==> config.mk <==
export PLATFORM = sky130hd
export DESIGN_NAME = timer_counter
export DESIGN_NICKNAME = d
export VERILOG_FILES = /design/src/rtl/timer_pkg.sv /design/src/rtl/timer_prescaler.sv /design/src/rtl/timer_counter.sv
export SDC_FILE = /design/constraint.sdc
export NUM_CORES = 1
export LEC_CHECK = 0
export CAP_MARGIN = 20
export CORE_AREA = 2 2 75 77
export DETAILED_ROUTE_END_ITERATION = 10
export DIE_AREA = 0 0 77 79
export GPL_TIMING_DRIVEN = 0
export PLACE_DENSITY = 0.77
export SETUP_SLACK_MARGIN = 0.1
export SYNTH_ARGS = -nofsm -noshare
export SYNTH_HDL_FRONTEND = slang
export SYNTH_SLANG_ARGS = --single-unit
==> constraint.sdc <==
create_clock -name clk -period 1.6 [get_ports clk]
set_input_delay 0.32 -clock clk [delete_from_list [all_inputs] [get_ports clk]]
set_output_delay 0.32 -clock clk [all_outputs]
set_load 0.01 [all_outputs]
==> src/rtl/timer_pkg.sv <==
// Shared register map, CTRL/STATUS bit positions and reset constants for the
// timer_counter peripheral and its prescaler.
package timer_pkg;

    localparam logic [1:0] ADDR_CTRL   = 2'd0;
    localparam logic [1:0] ADDR_CMP    = 2'd1;
    localparam logic [1:0] ADDR_CNT    = 2'd2;
    localparam logic [1:0] ADDR_STATUS = 2'd3;

    localparam int CTRL_EN           = 0;
    localparam int CTRL_CLR_ON_MATCH = 1;
    localparam int CTRL_MATCH_IE     = 2;
    localparam int CTRL_OVF_IE       = 3;
    localparam int CTRL_PS_LSB       = 4;
    localparam int CTRL_PS_MSB       = 6;

    localparam int STAT_MATCH = 0;
    localparam int STAT_OVF   = 1;

    // Bit 7 of CTRL is reserved: never stored, always reads back as 0.
    localparam logic [7:0] CTRL_WMASK = 8'h7F;

    localparam logic [7:0] CTRL_RST   = 8'h00;
    localparam logic [7:0] CMP_RST    = 8'hFF;
    localparam logic [7:0] CNT_RST    = 8'h00;
    localparam logic [1:0] STATUS_RST = 2'b00;
    localparam logic [7:0] DOUT_RST   = 8'h00;

endpackage

==> src/rtl/timer_prescaler.sv <==
// Power-of-two clock divider: one-cycle tick every 2^p cycles while enabled;
// count restarts on 'restart' and is held at zero while disabled.
module timer_prescaler (
    input  logic       clk,
    input  logic       rst_n,
    input  logic       enable,
    input  logic       restart,
    input  logic [2:0] p,
    output logic       tick
);

    logic [6:0] cnt_q, cnt_d;
    logic [6:0] limit;

    always_comb begin
        limit = 7'h7F >> (3'd7 - p);
        tick  = enable && (cnt_q == limit);
        cnt_d = cnt_q + 7'd1;
        if (restart || !enable || tick) begin
            cnt_d = '0;
        end
    end

    always_ff @(posedge clk or negedge rst_n) begin
        if (!rst_n) begin
            cnt_q <= '0;
        end else begin
            cnt_q <= cnt_d;
        end
    end

endmodule

==> src/rtl/timer_counter.sv <==
// 8-bit memory-mapped timer/counter with compare match, overflow, W1C status
// and level IRQ. Optional registered PWM output is built when TIMER_PWM_EN is defined.
module timer_counter
    import timer_pkg::*;
(
    input  logic       clk,
    input  logic       rst_n,
    input  logic       sel,
    input  logic [1:0] addr,
    input  logic [7:0] dIn,
    input  logic       writeEn,
    input  logic       readEn,
    output logic [7:0] dOut,
    output logic       irq,
    output logic       pwmOut
);

    logic [7:0] ctrl_q, ctrl_d;
    logic [7:0] cmp_q, cmp_d;
    logic [7:0] cnt_q, cnt_d;
    logic [1:0] status_q, status_d;
    logic [7:0] dout_q, dout_d;
    logic       rdy_q;
    logic [1:0] status_set, status_clr;
    logic [7:0] rd_data;
    logic       wr, rd, wr_ctrl, wr_cmp, wr_cnt, wr_status;
    logic       tick, match;

    assign wr        = sel && writeEn;
    // rdy_q blocks a read strobe on the first edge after reset release.
    assign rd        = sel && readEn && rdy_q;
    assign wr_ctrl   = wr && (addr == ADDR_CTRL);
    assign wr_cmp    = wr && (addr == ADDR_CMP);
    assign wr_cnt    = wr && (addr == ADDR_CNT);
    assign wr_status = wr && (addr == ADDR_STATUS);

    timer_prescaler u_prescaler (
        .clk     (clk),
        .rst_n   (rst_n),
        .enable  (ctrl_q[CTRL_EN]),
        .restart (wr_ctrl),
        .p       (ctrl_q[CTRL_PS_MSB:CTRL_PS_LSB]),
        .tick    (tick)
    );

    always_comb begin
        match      = (cnt_q == cmp_q);
        status_set = 2'b00;
        cnt_d      = cnt_q;
        ctrl_d     = wr_ctrl ? (dIn & CTRL_WMASK) : ctrl_q;
        cmp_d      = wr_cmp ? dIn : cmp_q;

        // A CPU write to CNT swallows any tick in the same cycle.
        if (wr_cnt) begin
            cnt_d = dIn;
        end else if (tick) begin
            if (ctrl_q[CTRL_CLR_ON_MATCH] && match) begin
                cnt_d                  = 8'h00;
                status_set[STAT_MATCH] = 1'b1;
            end else begin
                cnt_d                  = cnt_q + 8'd1;
                status_set[STAT_MATCH] = match;
                status_set[STAT_OVF]   = (cnt_q == 8'hFF);
            end
        end

        status_clr = wr_status ? dIn[1:0] : 2'b00;
        status_d   = (status_q & ~status_clr) | status_set;

        case (addr)
            ADDR_CTRL: rd_data = ctrl_q;
            ADDR_CMP:  rd_data = cmp_q;
            ADDR_CNT:  rd_data = cnt_q;
            default:   rd_data = {6'b0, status_q};
        endcase
        dout_d = rd ? rd_data : dout_q;
    end

    always_ff @(posedge clk or negedge rst_n) begin
        if (!rst_n) begin
            ctrl_q   <= CTRL_RST;
            cmp_q    <= CMP_RST;
            cnt_q    <= CNT_RST;
            status_q <= STATUS_RST;
            dout_q   <= DOUT_RST;
            rdy_q    <= 1'b0;
        end else begin
            ctrl_q   <= ctrl_d;
            cmp_q    <= cmp_d;
            cnt_q    <= cnt_d;
            status_q <= status_d;
            dout_q   <= dout_d;
            rdy_q    <= 1'b1;
        end
    end

    assign dOut = dout_q;
    assign irq  = (status_q[STAT_MATCH] & ctrl_q[CTRL_MATCH_IE])
                | (status_q[STAT_OVF]   & ctrl_q[CTRL_OVF_IE]);

`ifdef TIMER_PWM_EN
    logic pwm_q;

    always_ff @(posedge clk or negedge rst_n) begin
        if (!rst_n) begin
            pwm_q <= 1'b0;
        end else begin
            pwm_q <= ctrl_q[CTRL_EN] && (cnt_q < cmp_q);
        end
    end

    assign pwmOut = pwm_q;
`else
    assign pwmOut = 1'b0;
`endif

endmodule

==> key figures, run 1 <==
Outcome
  – Status: complete, but fails checks
  – Failing checks: setup timing

Synth
  – Largest family of logic cells by synthesized area: simple AND/OR/NAND/NOR gates
  – Synth cell types: 54
  – Most frequent cell after synthesis: dfrtp_1
  – Avg Cell Area, Syn: 10.47 sq um
  – Mapped Area: 2303 sq um
  – Yosys top cell area share: 0.3585
  – Post-synthesis sequential area ratio: 0.4498
  – EDFF count, synth: 0
  – Mux cell area share after synthesis: 0.1146
  – Synth Register Bits: 41
  – Simple-gate share of the synthesized area: 0.1749
  – Asr flop ratio synth: 1.000
  – Area contributors post-synth: dfrtp_1 36%, dfstp_2 9.1%, xnor2_1 4.9%, mux2_2 4.9%, nand2_1 4.6%
  – Synth Area in Adders: 0.01086
  – Yosys warns: 0
  – Xor-xnor portion of the synthesized cell area: 0.05703
  – Synth Instances: 220
  – Synth Area in Compound Gates: 0.1472
  – Mapped Nets: 237
  – Yosys top cell by area: dfrtp_1
  – Top post-synthesis cells by count: 33 x dfrtp_1, 28 x nand2_1, 16 x nor2_1
  – Post-synth top flop: dfrtp_1

Placed design
  – Final GP Congestion: 0.9038
  – Port Buffer Count: 23
  – Final HPWL DP: 3684 um
  – Placed insts: 316

Setup path
  – Critical Setup Path Class: flip-flop to flip-flop
  – Crit path max fanout: 7
  – RR Startpoint: ctrl_q[5]
  – Worst path required time: 1.79 ns
  – Crit path DAT: 2.07 ns
  – Crit path from: ctrl_q[5]
  – Worst Setup Start Kind: flip-flop
  – CP endpoint kind: flip-flop

Global routing
  – GR Overflow Total: 0
  – Total GRT Usage: 0.1948
  – Initial antenna violation count: 0
  – First-pass GRT wire length: 9239 um
  – Vias in the first global route: 1904
  – Largest net degree at the start of global routing: 28

Pwr
  – Seq pwr share: 0.434
  – PD cells: 1195 nW/um^2
  – Leakage dissipation: 1.312 nW
  – Net Switching: 1.156 mW
  – Logic pwr share: 0.316
  – Max VDD drop: 0.6913 mV
  – Post-route total power: 3.545 mW
  – Net Sw Frac: 0.3260
  – Clock share of power: 0.250
  – Internal power: 2.389 mW

CTS
  – Clock root cell: clkbuf_8
  – CTS Buf Count: 5
  – Skew-Pair Late Insertion Delay: 0.31 ns
  – # clock sinks: 41
  – Clk buf depth: 2
  – Clock Pin Slew Worst Setup and Hold Paths: 0.08 ns
  – CTS tree: built
  – H-tree levels: 2

Timing
  – RSZ-0062 raised after global routing: true
  – Worst-case clock skew: 0.007245 ns
  – Worst hold margin: 0.4618 ns
  – Max-slew violation count: 0
  – Fmax: 0.5326 GHz
  – Min cycle time layout: 1.877 ns
  – Setup violation total in the final timing report: 17
  – Crit share post-route: 1.173
  – Fin worst setup slack: -0.2774 ns
  – Hold Vio Cnt, Final: 0

Floorplanning
  – Starting Density: 0.4316
  – Core Box Area: 5338 sq um
  – Total Die Area: 6083 sq um
  – Top-Level Pins: 25
  – Num rows: 27
  – Die Y: 79 um
  – Horiz. Die Dim: 77 um

Layout
  – Multi-input logic area: 1222 sq um
  – Layout cell share with drive strength beyond 1: 0.3259
  – Post-layout util: 0.5558
  – # nets final: 286
  – Layout area overhead: 28.79%
  – FILL cells: 452
  – Sequential cell area: 1037 sq um
  – Final Non-Filler Cells: 342
  – # diodes: 0

Drt
  – Drt wl/cell: 15.99 um
  – Routed wire length: 5470 um
  – Via count: 1871
  – Vias per cell: 5.471
  – Antenna Nets Post-Route: 0
  – Drt pass-1 iters: 4
  – Detailed-route DRC error count: 0
  – DR iter-0 viols: 149

Worst hold path
  – Hold crit path type: primary input to asynchronous set/reset pin

Job
  – Max-Cap Viols: 0
-- critical path, cell delays in order, from the launching register on --
cell       delay [ns]
dfrtp_1          0.41
buf_6            0.14
a2111oi_4        0.30
o211ai_2         0.15
nor3_4           0.31
buf_4            0.17
or2_1            0.10
buf_6            0.14
nor2_2           0.04
-- logic make-up after synthesis --
group	count (synthesis)
buffers and inverters	19
other	2
muxes	22
xor gates and xnor gates	15
and+or+nand+nor	78
adders and majority gates	2
DFF	41
AOI/OAI and AO/OA	41
-- layout make-up --
| class | instances | area share |
|---|---|---|
| plain buffers | 9 | 0.02826 |
| inverters | 9 | 0.01139 |
| clock inverters | 2 | 0.01265 |
| multi-input cells | 160 | 0.4121 |
| repair buffers | 43 | 0.1278 |
| clock buffers | 6 | 0.02784 |
| flip-flops and latches | 41 | 0.3496 |
| well taps | 72 | 0.03037 |
-- what timing repair did --
action	4_1_cts	5_1_grt
endpoints found under the setup margin	49	28
hold buffers	1	0
pin swaps	5	8
cloned	2	0
hold endpoints to repair	14	0
gates resized for setup	26	13
setup buffers	14	2
-- through the flow --
stage	cell area (sq um)	setup slack (ns)	TNS [ns]
after global routing	2967	-0.3835	-5.562
final	2967	-0.2774	-4.082
after floorplan	2310	-0.08705	-0.2327
after global placement	2630	-0.8141	-47.58
after CTS	2924	-0.2330	-2.663
after detailed placement	2645	-0.6426	-18.88
-- routing by layer --
layer,share of wire,vias up,track usage
met5,0,-,0
met4,0.025,0,0.08929
met3,0.043,10,0.02500
met2,0.49,43,0.3140
met1,0.44,942,0.2637
li1,-,876,-
-- cell usage in the layout (no fill, tap or decap), drive strengths merged, types with 2 or more instances in the layout --
cell type / n
a21oi: 10
and3: 4
buf: 27
clkbuf: 9
clkdlybuf4s50: 9
conb: 2
dfrtp: 33
dfstp: 8
dlygate4sd2: 11
ha: 2
inv: 9
mux2: 15
mux2i: 5
mux4: 2
nand2: 29
nand2b: 3
nand3: 10
nand3b: 2
nor2: 17
nor3: 4
o211ai: 2
o21ai: 10
o221ai: 4
o22a: 3
or2: 4
xnor2: 13
xor2: 2
-- flip-flops by register name (all words and copies together) (netlist names) --
name / flops
cmp_q: 8
status_q: 2
rdy_q: 1
dOut: 8
cnt_q: 8
u_prescaler.cnt_q: 7
ctrl_q: 7
-- worst paths after layout --
path,end,slack (ns),cells past startpoint
setup / recovery,u_prescaler.cnt_q[0],-0.28,8
hold / removal,rdy_q,0.46,2
setup reg to reg,u_prescaler.cnt_q[0],-0.28,8
hold reg to reg,dOut[7],0.48,2
max in group asynchronous,cmp_q[0],0.59,3
min in group clk,dOut[7],0.48,2
-- power groups by stage --
stage | Sequential, mW | Combinational [mW] | Clock [mW]
final | 1.54 | 1.12 | 0.887
after global routing | 1.58 | 1.23 | 0.950
after CTS | 1.53 | 1.07 | 0.896
after detailed placement | 1.55 | 1.02 | 0
after global placement | 1.53 | 1.00 | 0
after floorplan | 1.51 | 0.708 | 0
Note: power is estimated with default switching activity, not from simulation.
==> run 2, diff against run 1 <==
--- a/config.mk
+++ b/config.mk
@@ -11,6 +11,7 @@
 export DIE_AREA = 0 0 77 79
 export GPL_TIMING_DRIVEN = 0
 export PLACE_DENSITY = 0.77
+export REMOVE_ABC_BUFFERS = 1
 export SETUP_SLACK_MARGIN = 0.1
 export SYNTH_ARGS = -nofsm -noshare
 export SYNTH_HDL_FRONTEND = slang
==> run 2 against run 1 <==
The flow still finishes with violations (setup timing). Non-clock buffer count down 6. Combinational power about the same. Via count down 2.2%. Routed wire length down 0.99%.
==> key figures, run 2 (same netlist as run 1, synthesis figures left out) <==
Outcome
  – Status: complete, but fails checks
  – Failing checks: setup timing

Setup path
  – Cell Chain, Critical Path: a2111oi_4 > o211ai_2 > nor3_4 > buf_6 > buf_12 > nand3b_1 > o211ai_2
  – Crit path DAT: 2.03 ns
  – R2R Path End: cnt_q[7]
  – Crit path max-delay family: compound AO/OA/AOI/OAI gates
  – Critical Setup Path Class: flip-flop to flip-flop
  – CP endpoint kind: flip-flop
  – Crit-path max cell delay: 0.49 ns
  – RR Startpoint: ctrl_q[5]
  – WP buf/inv: 2
  – CP most frequent cell: o211ai_2
  – R2R cell count: 7
  – Critical-path top delay cell: dfrtp_2
  – Crit path max fanout: 7
  – Worst Setup Start Kind: flip-flop
  – FF-to-FF setup slack: -0.25 ns
  – Worst path required time: 1.78 ns

Placed design
  – Placed Area: 2575 sq um
  – Port Buffer Count: 23
  – Final HPWL DP: 3404 um
  – Pre-CTS WS: -1.350 ns
  – Final GP Congestion: 0.8451

Layout
  – Post-layout util: 0.5527
  – Finished Cell Area: 2950 sq um
  – Commonest non-fill, non-tap cells in the layout: 29 x dfrtp_1, 27 x nand2_1, 13 x buf_4, 12 x nor2_1, 11 x xnor2_1
  – # nets final: 280
  – Layout cell share with drive strength beyond 1: 0.3371
  – # diodes: 0
  – Layout area overhead: 28.08%
  – Most common cell after layout, fill and taps aside: dfrtp_1
  – FILL cells: 477

Timing
  – Worst hold margin: 0.3667 ns
  – Min cycle time layout: 1.850 ns
  – Crit share post-route: 1.156
  – RSZ-0062 raised after global routing: true
  – Setup violation total in the final timing report: 17
  – Worst-case clock skew: 0.009576 ns
  – Max-slew violation count: 0
  – Hold Vio Cnt, Final: 0
  – Fin worst setup slack: -0.2497 ns
  – Fmax: 0.5406 GHz

Drt
  – DR iter-0 viols: 204
  – Drt pass-1 iters: 4
  – Detailed-route DRC error count: 0
  – Drt wl/cell: 16.12 um
  – Vias per cell: 5.446
  – Via count: 1830
  – Antenna Nets Post-Route: 0
  – Routed wire length: 5416 um

CTS
  – Clock Pin Slew Worst Setup and Hold Paths: 0.08 ns
  – # clock sinks: 41
  – Clk buf depth: 2
  – Clock root cell: clkbuf_8
  – CTS tree: built
  – H-tree levels: 2
  – CTS Buf Count: 5
  – Skew-Pair Late Insertion Delay: 0.30 ns

Floorplanning
  – Num rows: 27
  – Horiz. Die Dim: 77 um
  – Die Y: 79 um
  – Starting Density: 0.4316
  – Total Die Area: 6083 sq um
  – Core Box Area: 5338 sq um
  – Top-Level Pins: 25

Global routing
  – Total GRT Usage: 0.1879
  – Largest net degree at the start of global routing: 38
  – First-pass GRT wire length: 9011 um
  – Vias in the first global route: 1808
  – GR Overflow Total: 0
  – Initial antenna violation count: 0

Pwr
  – Post-route total power: 3.411 mW
  – Leakage dissipation: 1.302 nW
  – Max VDD drop: 0.6057 mV
  – PD cells: 1156 nW/um^2

Worst hold path
  – Hold crit path type: primary input to asynchronous set/reset pin

Job
  – Max-Cap Viols: 0
==> run 2: changes by cell type in the layout (fill, tap and decap cells not counted), moves of 3 or more <==
cell	previous run	this run
buf_4	16	13
nor2_2	7	4
dfrtp_2	1	4
dlygate4sd2_1	11	7
dfrtp_1	32	29
==> run 2: final cells by class <==
| type | instances | area, sq um | area share |
|---|---|---|---|
| Multi-Input combinational cell | 160 | 1250 | 0.4237 |
| Sequential cell | 41 | 1041 | 0.3528 |
| Timing Repair Buffer | 46 | 439.2 | 0.1489 |
| Tap cell | 72 | 90.09 | 0.03053 |
| Clock buffer | 6 | 82.58 | 0.02799 |
| Inverter | 9 | 33.78 | 0.01145 |
| Clock inverter | 2 | 13.76 | 0.004665 |
==> run 2: report_power, final <==
part           total [mW]  leakage [nW]  switching [mW]  internal (mW)
registers            1.57         0.491           0.274           1.29
clock network       0.721        0.0512           0.371          0.350
logic                1.12         0.760           0.512          0.610
==> run 2: worst max-delay path by stage <==
stage                          from  endpoint  slack (ns)  cells after the start
after floorplan           ctrl_q[5]  cnt_q[6]       -0.27                      6
after global placement      addr[1]  cnt_q[6]       -1.29                      6
after detailed placement    addr[1]  cnt_q[6]       -1.35                      6
after CTS                  cmp_q[0]  cnt_q[6]       -0.22                      6
after global routing      ctrl_q[5]  cnt_q[7]       -0.32                      7
final                     ctrl_q[5]  cnt_q[7]       -0.25                      7
==> run 2: repair_timing <==
item	in CTS	in global routing
resized for setup	35	16
pin swaps	25	4
setup endpoints to repair	48	31
hold buffers	1	0
buffers inserted	21	0
endpoints found under the hold margin	4	0
==> run 2: metal layers <==
| metal | wire (um) | global-route usage |
|---|---|---|
| met1 | 2439 | 0.2574 |
| met2 | 2571 | 0.3026 |
| met3 | 308 | 0.03182 |
| met4 | 96 | 0.06786 |
| met5 | 0 | 0 |
==> run 2: metrics by stage <==
| stage | TNS, ns | std cells |
|---|---|---|
| after CTS | -2.022 | 336 |
| after floorplan | -2.160 | 210 |
| after global routing | -4.001 | 336 |
| after detailed placement | -32.40 | 306 |
| final | -2.981 | 336 |
| after global placement | -62.39 | 305 |
